[src/rtl/fadd_pkg.sv]
// Shared types and helpers for the fadd arbiter slice.
package fadd_pkg;

  localparam int unsigned FP_W     = 32;
  localparam int unsigned NREQ_MAX = 8;

  typedef logic [FP_W-1:0] fp_word_t;

  function automatic logic [NREQ_MAX-1:0] onehot(input logic [2:0] id);
    logic [NREQ_MAX-1:0] v;
    v     = '0;
    v[id] = 1'b1;
    return v;
  endfunction

endpackage

[src/rtl/fadd.sv]
// Combinational single-precision adder: truncating, flushes underflow to zero,
// saturates to infinity and flags ovf when the exponent overflows.
module fadd
  import fadd_pkg::*;
(
  input  fp_word_t a_i,
  input  fp_word_t b_i,
  output fp_word_t res_o,
  output logic     ovf_o
);

  logic              a_big;
  fp_word_t          big, sml;
  logic [7:0]        e_big, e_sml, e_diff;
  logic [26:0]       m_big, m_sml, m_al;
  logic [27:0]       m_sum;
  logic [22:0]       frac_n;
  logic [4:0]        lz;
  logic              lz_found;
  logic signed [9:0] e_res;

  always_comb begin
    a_big  = a_i[30:0] >= b_i[30:0];
    big    = a_big ? a_i : b_i;
    sml    = a_big ? b_i : a_i;
    e_big  = (big[30:23] == 8'd0) ? 8'd1 : big[30:23];
    e_sml  = (sml[30:23] == 8'd0) ? 8'd1 : sml[30:23];
    // hidden bit at [26], three guard bits below the stored fraction
    m_big  = {big[30:23] != 8'd0, big[22:0], 3'b000};
    m_sml  = {sml[30:23] != 8'd0, sml[22:0], 3'b000};
    e_diff = e_big - e_sml;
    m_al   = (e_diff > 8'd26) ? '0 : (m_sml >> e_diff);

    if (big[31] == sml[31]) begin
      m_sum = {1'b0, m_big} + {1'b0, m_al};
    end else begin
      m_sum = {1'b0, m_big} - {1'b0, m_al};
    end

    lz       = '0;
    lz_found = 1'b0;
    for (int unsigned i = 0; i < 27; i++) begin
      if (!lz_found && m_sum[26-i]) begin
        lz       = 5'(i);
        lz_found = 1'b1;
      end
    end
    frac_n = 23'((m_sum[26:0] << lz) >> 3);

    if (m_sum[27]) begin
      e_res = $signed({2'b00, e_big}) + 10'sd1;
    end else begin
      e_res = $signed({2'b00, e_big}) - $signed({5'b00000, lz});
    end

    res_o = '0;
    ovf_o = 1'b0;
    if (m_sum == '0 || e_res < 10'sd1) begin
      res_o = '0;
    end else if (e_res > 10'sd254) begin
      res_o = {big[31], 8'hFF, 23'd0};
      ovf_o = 1'b1;
    end else if (m_sum[27]) begin
      res_o = {big[31], e_res[7:0], m_sum[26:4]};
    end else begin
      res_o = {big[31], e_res[7:0], frac_n};
    end
  end

endmodule

[src/rtl/fadd_arbiter_rr_pick.sv]
// Round-robin picker: first requester after ptr_i (wrapping) wins.
module rr_pick #(
  parameter int unsigned NREQ = 4,
  parameter int unsigned ID_W = $clog2(NREQ)
) (
  input  logic [NREQ-1:0] req_i,
  input  logic [ID_W-1:0] ptr_i,
  output logic [NREQ-1:0] gnt_o,
  output logic [ID_W-1:0] gnt_id_o,
  output logic            any_o
);

  always_comb begin
    gnt_o    = '0;
    gnt_id_o = '0;
    any_o    = 1'b0;
    for (int unsigned k = 1; k <= NREQ; k++) begin
      if (!any_o && req_i[(32'(ptr_i) + k) % NREQ]) begin
        gnt_o[(32'(ptr_i) + k) % NREQ] = 1'b1;
        gnt_id_o = ID_W'((32'(ptr_i) + k) % NREQ);
        any_o    = 1'b1;
      end
    end
  end

endmodule

[src/rtl/fadd_arbiter.sv]
// Round-robin arbiter sharing one fadd between NREQ requesters through a
// two-stage (operand, result) valid/ready pipeline.
module fadd_arbiter
  import fadd_pkg::*;
#(
  parameter int unsigned NREQ = 4
) (
  input  logic                 clk,
  input  logic                 rst_n,
  input  logic [NREQ-1:0]      req_valid,
  output logic [NREQ-1:0]      req_ready,
  input  logic [NREQ*FP_W-1:0] req_a,
  input  logic [NREQ*FP_W-1:0] req_b,
  output logic [NREQ-1:0]      rsp_valid,
  input  logic [NREQ-1:0]      rsp_ready,
  output fp_word_t             rsp_res,
  output logic                 rsp_ovf,
  output logic                 busy
);

  localparam int unsigned ID_W = $clog2(NREQ);

  logic            op_valid_q;
  fp_word_t        op_a_q, op_b_q;
  logic [ID_W-1:0] op_id_q;
  logic            res_valid_q;
  fp_word_t        res_q;
  logic            ovf_q;
  logic [ID_W-1:0] res_id_q;
  logic [ID_W-1:0] rr_ptr_q;

  logic            drain, res_en, op_en, accept;
  logic [NREQ-1:0] grant;
  logic [ID_W-1:0] gnt_id;
  logic            gnt_any;
  fp_word_t        sel_a, sel_b;
  fp_word_t        fadd_res;
  logic            fadd_ovf;

  rr_pick #(
    .NREQ (NREQ),
    .ID_W (ID_W)
  ) u_pick (
    .req_i    (req_valid),
    .ptr_i    (rr_ptr_q),
    .gnt_o    (grant),
    .gnt_id_o (gnt_id),
    .any_o    (gnt_any)
  );

  fadd u_fadd (
    .a_i   (op_a_q),
    .b_i   (op_b_q),
    .res_o (fadd_res),
    .ovf_o (fadd_ovf)
  );

  // Ready chains backwards: a drained result frees RES, which frees OP in the same cycle.
  assign drain     = res_valid_q & rsp_ready[res_id_q];
  assign res_en    = ~res_valid_q | drain;
  assign op_en     = ~op_valid_q | res_en;
  assign req_ready = grant & {NREQ{op_en}};
  assign accept    = gnt_any & op_en;

  always_comb begin
    sel_a = '0;
    sel_b = '0;
    for (int unsigned i = 0; i < NREQ; i++) begin
      if (grant[i]) begin
        sel_a = req_a[FP_W*i +: FP_W];
        sel_b = req_b[FP_W*i +: FP_W];
      end
    end
  end

  always_ff @(posedge clk or negedge rst_n) begin
    if (!rst_n) begin
      op_valid_q  <= 1'b0;
      op_a_q      <= '0;
      op_b_q      <= '0;
      op_id_q     <= '0;
      res_valid_q <= 1'b0;
      res_q       <= '0;
      ovf_q       <= 1'b0;
      res_id_q    <= '0;
      rr_ptr_q    <= ID_W'(NREQ - 1);
    end else begin
      if (op_en) begin
        op_valid_q <= accept;
        if (accept) begin
          op_a_q   <= sel_a;
          op_b_q   <= sel_b;
          op_id_q  <= gnt_id;
          rr_ptr_q <= gnt_id;
        end
      end
      if (res_en) begin
        res_valid_q <= op_valid_q;
        if (op_valid_q) begin
          res_q    <= fadd_res;
          ovf_q    <= fadd_ovf;
          res_id_q <= op_id_q;
        end
      end
    end
  end

  assign rsp_valid = res_valid_q ? NREQ'(onehot(3'(res_id_q))) : '0;
  assign rsp_res   = res_q;
  assign rsp_ovf   = ovf_q;
  assign busy      = op_valid_q | res_valid_q;

endmodule

[config.mk]
export PLATFORM = sky130hd
export DESIGN_NAME = fadd_arbiter
export DESIGN_NICKNAME = d
export VERILOG_FILES = /design/src/rtl/fadd_pkg.sv /design/src/rtl/fadd.sv /design/src/rtl/fadd_arbiter_rr_pick.sv /design/src/rtl/fadd_arbiter.sv
export SDC_FILE = /design/constraint.sdc
export NUM_CORES = 1
export LEC_CHECK = 0
export CAP_MARGIN = 25
export CORE_ASPECT_RATIO = 2
export CORE_MARGIN = 2
export CORE_UTILIZATION = 35
export CTS_CLUSTER_DIAMETER = 30
export DETAILED_ROUTE_END_ITERATION = 12
export GPL_ROUTABILITY_DRIVEN = 0
export GPL_TIMING_DRIVEN = 0
export SYNTH_ARGS = -nofsm -noshare
export SYNTH_HDL_FRONTEND = slang
export SYNTH_SLANG_ARGS = --single-unit
[constraint.sdc]
create_clock -name clk -period 16.9 [get_ports clk]
set_input_delay 1.69 -clock clk [delete_from_list [all_inputs] [get_ports clk]]
set_output_delay 1.69 -clock clk [all_outputs]
set_load 0.05 [all_outputs]
==> impl_metrics.yaml <==
synthesis:
  ys_async_sr_fraction_pct: 100
  ys.flop_type: "dfrtp_1"
  synth_cells: 2285
  synth_edf_count: 0
  synth_nets: 2656
  yosysWarnings: 0
  yosysSeqAreaShare_pct: 16.3
  synth_area_per_cell_um2: 7.04
  synth_area_um2: 16100
  yosysUniqueCellTypes: 113
  synth-seq-cells: 105
detailed_routing:
  routedWlPerCell_um: 23.2
  drt_iter0_markers: 2314
  first_pass_iters: 8
  vias_per_cell: 6.25
  wirelength_mm: 73.9
  ant_nets: 0
  vias: 19886
  drc: 0
worst_setup_path:
  cp_num_cells: 63
  cp_slowest_cell: "or4b_2"
  crit_family: "compound AO/OA/AOI/OAI gates"
  worstPathArrival_ps: 16170
  r2r_slack_ps: 990
  reg2reg_depth: 63
  slowest_delay_ps: 610
  regToRegEndpoint: "rsp_res[11]$_DFFE_PN0P_"
  regToRegStartpoint: "op_b_q[4]$_DFFE_PN0P_"
  start_kind: "register"
  end_kind: "register"
  critPathMaxFanout: 10
  path_class: "reg -> reg"
  worst-path-buf-inv: 14
  crit_path_frequent_cell: "inv_1"
  cp-startpoint: "op_b_q[4]$_DFFE_PN0P_"
  endpoint: "rsp_res[11]$_DFFE_PN0P_"
  crit_required_ps: 17160
clocking:
  holdBufCountCts: 0
  cts_buffer_depth: 2
  root_buffer: "clkbuf_16"
  cts_htree_levels: 3
  cts.clk_slew.worst_paths_ps: 90
  cts_tree: "done"
  clock_sinks: 105
  clkLatencyLatePin_ps: 390
  cts_inserted_buffers: 9
floorplanning:
  die-area_um2: 47800
  row_count: 111
  die_h_um: 307
  design.core.area_um2: 45600
  ios: 308
  fp.dieW_um: 156
  start_util_pct: 35.3
finish:
  drive_gt1_share_pct: 7.18
  layout_commonest_cell: "clkdlybuf4s50_1"
  syn2layout_area_growth_pct: 27.7
  final_core_util_pct: 45.1
  finish.net_count: 2986
  antenna_cells: 0
  final_cell_mix: "clkdlybuf4s50_1, nand2_1, nor2_1, a21oi_1, o21ai_0"
placement:
  port_buffers: 305
  dpl.hpwl_mm: 60.0
timing:
  slew_violations: 0
  max_slew_margin_pct: 36.1
  max_freq_mhz: 62.8
  tns_ps: 0
  hold_slack_ps: 482
  setup_viol: 0
  hold_viol: 0
  min_period_over_period_pct: 94.2
  layout_min_cycle_time_ps: 15910
  skew_ps: 24.6
  worst_slew_pin_slew_ps: 949
global_routing:
  grt_pass1_wl_mm: 112
  grt_pass1_vias: 19216
  grt_util_all_layers_pct: 30.1
  gr-total-overflow: 0
  grt_max_degree: 65
  antenna_found_initial: 0
hold_path:
  hold_class: "reg -> reg"
  min-delay-start: "rsp_ovf$_DFFE_PN0P_"
flow_run:
  maxCapViolations: 0
run_status:
  status: "finished, final reports clean"
[tightest hold or removal path: stages (launching register included)]
cell     delay (ps)
dfrtp_1         340
nand2_1          50
nand2_1          60
[registers in the layout, summed over array words and instances, names as in the netlist, 2 cells and up]
| signal | flops |
|---|---|
| rsp_res | 32 |
| op_b_q | 32 |
| op_a_q | 32 |
| res_id_q | 2 |
| rr_ptr_q | 2 |
| op_id_q | 2 |
[cell usage after synthesis (all sizes together), types with 13 or more instances]
master   count  area [um^2]
or3         21          136
and3        26          168
o31ai       23          191
nor4        22          159
o21bai      19          143
ha         102         1280
nand2b      18          113
nand3       66          340
a221o       15          150
o21a        19          143
and2        25          159
o21ai      176          900
nor3        46          235
a21oi      239         1230
a31oi       27          175
nor2b       13         81.3
nor2       237          907
buf         42          236
a2111oi     18          171
a22oi       75          563
nand4       22          144
a211oi     126          968
mux2i       45          450
nand2      239          905
dfrtp      103         2580
xnor2       23          216
a21o        32          240
or2         15         93.8
o211ai      30          235
inv        108          410
clkbuf     125          469
[layer usage]
metal / vias up / wire length [um] / global-route usage [%]
li1: 9252 / - / -
met1: 9313 / 29700 / 37.8
met2: 1108 / 34200 / 50.0
met3: 213 / 6060 / 4.98
met4: 0 / 3970 / 13.9
met5: - / 0 / 0
[cell type report]
cell class	instances	area [um^2]
Sequential cell	105	2630
Multi-Input combinational cell	1904	12600
Timing Repair Buffer	320	3180
Clock buffer	10	239
Clock inverter	5	50.0
Inverter	110	418
Fill cell	4811	25000
Buffer	165	711
Tap cell	565	707
[repair_timing]
| item | in CTS | in global routing |
|---|---|---|
| gates cloned | 0 | 1 |
| buffers inserted | 0 | 9 |
| setup endpoints to repair | 23 | 29 |
| resized for setup | 6 | 62 |
| pin swaps | 0 | 6 |
[how the worst min path moves through the flow]
stage / cells after the start / end / slack, ps
after floorplan: 2 / res_id_q[0]$_DFFE_PN0P_ / 440
after global placement: 1 / rsp_res[26]$_DFFE_PN0P_ / 470
after detailed placement: 2 / rsp_ovf$_DFFE_PN0P_ / 470
after CTS: 2 / rsp_ovf$_DFFE_PN0P_ / 490
after global routing: 1 / rsp_res[26]$_DFFE_PN0P_ / 500
final: 2 / rsp_ovf$_DFFE_PN0P_ / 480
[cells by family (layout without fill, tap and decap cells)]
logic type / after synthesis / count (layout) / synth area share, %
AND/OR/NAND/NOR: 776 / 776 / 22.8
flip-flops: 105 / 105 / 16.3
adder cells (fa/ha/maj): 105 / 105 / 8.30
XOR/XNOR: 30 / 30 / 1.73
buffers and inverters: 277 / 610 / 6.98
multiplexers: 59 / 60 / 4.31
AO/OA/AOI/OAI: 933 / 933 / 39.6
[stage by stage]
| step | instance area [um^2] | instances | worst slack [ps] |
|---|---|---|---|
| after floorplan | 16100 | 2285 | 3560 |
| after detailed placement | 19900 | 3160 | -277 |
| after CTS | 20200 | 3174 | 94.4 |
| after global placement | 19900 | 3155 | -309 |
| final | 20600 | 3184 | 986 |
| after global routing | 20600 | 3184 | -5.10 |
Power is not shown: default switching activity piles up to over one toggle a cycle in this logic, so the estimate is an artifact.
==> variant (same flow settings) <==
Put one more register stage on the output `rsp_ovf`, with the module's reset. The value now appears one clock later. The other outputs are not delayed to match.
--- a/src/rtl/fadd_arbiter.sv
+++ b/src/rtl/fadd_arbiter.sv
@@ -109,3 +109,9 @@
   assign rsp_res   = res_q;
-  assign rsp_ovf   = ovf_q;
+  always_ff @(posedge clk or negedge rst_n) begin
+    if (!rst_n) begin
+      rsp_ovf <= '0;
+    end else begin
+      rsp_ovf <= ovf_q;
+    end
+  end
   assign busy      = op_valid_q | res_valid_q;
Check against the original RTL: not equivalent (Yosys sat finds a counterexample within 4 cycles, from zero or initial values and one cycle with rst_n low).
==> variant against the original RTL <==
  * Area after synthesis is 0.40% lower
  * Critical path type unchanged
  * Worst setup slack worse by 160 ps
  * Critical endpoint is now rsp_res[12]
  * Wire length is 2.4% lower
  * Design area is 1.8% lower
  * Sequential cell count is 1 higher
  * Largest cell class unchanged
  * Critical path depth is 1 lower
  * Count of clock-buffer cells in the layout stayed put
Power is not shown: default switching activity piles up to over one toggle a cycle in this logic, so the estimate is an artifact.
==> variant: results (changes against the original RTL) <==
STATUS
-------------------------------------------------------------------------------------------------
Status .............................................................................    completed

DETAILED ROUTING
-------------------------------------------------------------------------------------------------
Pre-antenna DRT Iters ..............................................................            6   -2
Detail-routed net length per standard cell .........................................      23.0 um   -0.82%
Total routed wirelength ............................................................     72100 um   -2.4%

STA
-------------------------------------------------------------------------------------------------
Worst Slack Setup Final ............................................................       824 ps   -162 ps
Worst-Margin Slew ..................................................................      1020 ps   +69.6 ps
Final-layout worst hold slack ......................................................       376 ps   -106 ps

FINAL LAYOUT
-------------------------------------------------------------------------------------------------
Proportion of cell area spent on the clock network .................................        1.51%   +0.11 points
Area of the multi-input gates ......................................................    12200 um2   -3.1%
Plain + repair buffers .............................................................          472   -2.7%
Multi-input combinational cell count ...............................................         1854   -2.6%
Sequential cell area ...............................................................     2660 um2   +0.95%
Post-synthesis to final-layout area growth .........................................        25.9%
Filler cells .......................................................................         4784   -0.56%
Share of layout cells above drive strength 1 .......................................        5.65%   -1.5 points
Net count of the finished layout ...................................................         2933   -1.8%
Layout non-clock buf frac ..........................................................        19.0%   +0.047 points

PLACEMENT
-------------------------------------------------------------------------------------------------
Placement Cell Area ................................................................    19800 um2   -0.48%
# placed instances .................................................................         3110   -1.6%
Count of buffers from port buffering ...............................................          304   -0.33%
Placement Setup Slack ..............................................................       839 ps   +1120 ps

YOSYS
-------------------------------------------------------------------------------------------------
Number of distinct library cell variants in the gate-level netlist after synthesis .          115   +1.8%
Post-Syn Nets ......................................................................         2609   -1.8%
Synth area leaders ................................................................. dfrtp_1, ha_1, a21oi_1, a211oi_1, nor2_1
Sequential share of the synthesized area ...........................................        16.6%   +0.22 points
Leading post-synthesis cells by instance count ..................................... nor2_1, a21oi_1, nand2_1, o21ai_0, a211oi_1

WORST SETUP PATH
-------------------------------------------------------------------------------------------------
Standard cell with the maximum stage delay on the critical path ....................    a2111oi_1
Endpoint of the most critical setup path ...........................................  rsp_res[12]
Critical path origin ...............................................................   op_a_q[24]
Signal arrival time at the worst endpoint ..........................................     16360 ps   +190 ps
Source of the worst register-to-register timing path ...............................   op_a_q[24]
Worst R2R Path Depth ...............................................................           62   -1.6%

CTS
-------------------------------------------------------------------------------------------------
Number of instances resized during post-cts repair .................................            0   -6

GLOBAL ROUTE
-------------------------------------------------------------------------------------------------
Combined global-route utilization of all metal layers ..............................        29.5%   -0.57 points
Vias in the first global route .....................................................        18800   -2.0%
Pin count of the biggest net entering global routing ...............................           67   +3.1%
Wire length of the first global-routing pass .......................................    110000 um   -1.8%

variant: metal layers:
metal / vias to the layer above / GRT usage (%) / routed length [um]
li1: 9013 / - / -
met1: 9179 / 37.2 / 28800
met2: 1022 / 49.8 / 34100
met3: 210 / 4.95 / 5840
met4: 0 / 12.0 / 3370
met5: - / 0 / 0
variant: kinds of logic after synthesis:
group,synth area share [%]
xor+xnor,1.65
compound gates,37.8
buf+inv,7.17
mux,6.56
simple gates,21.9
flops,16.6
fa+ha+maj,8.34
variant: worst min-delay path by stage:
| stage | endpoint | cells past startpoint | startpoint |
|---|---|---|---|
| 2_1_floorplan | rsp_ovf | 0 | ovf_q |
| 3_3_place_gp | rsp_ovf | 0 | ovf_q |
| 3_5_place_dp | rsp_ovf | 0 | ovf_q |
| 4_1_cts | rsp_ovf | 0 | ovf_q |
| 5_1_grt | rsp_ovf | 0 | ovf_q |
| 6_report | rsp_ovf | 0 | ovf_q |
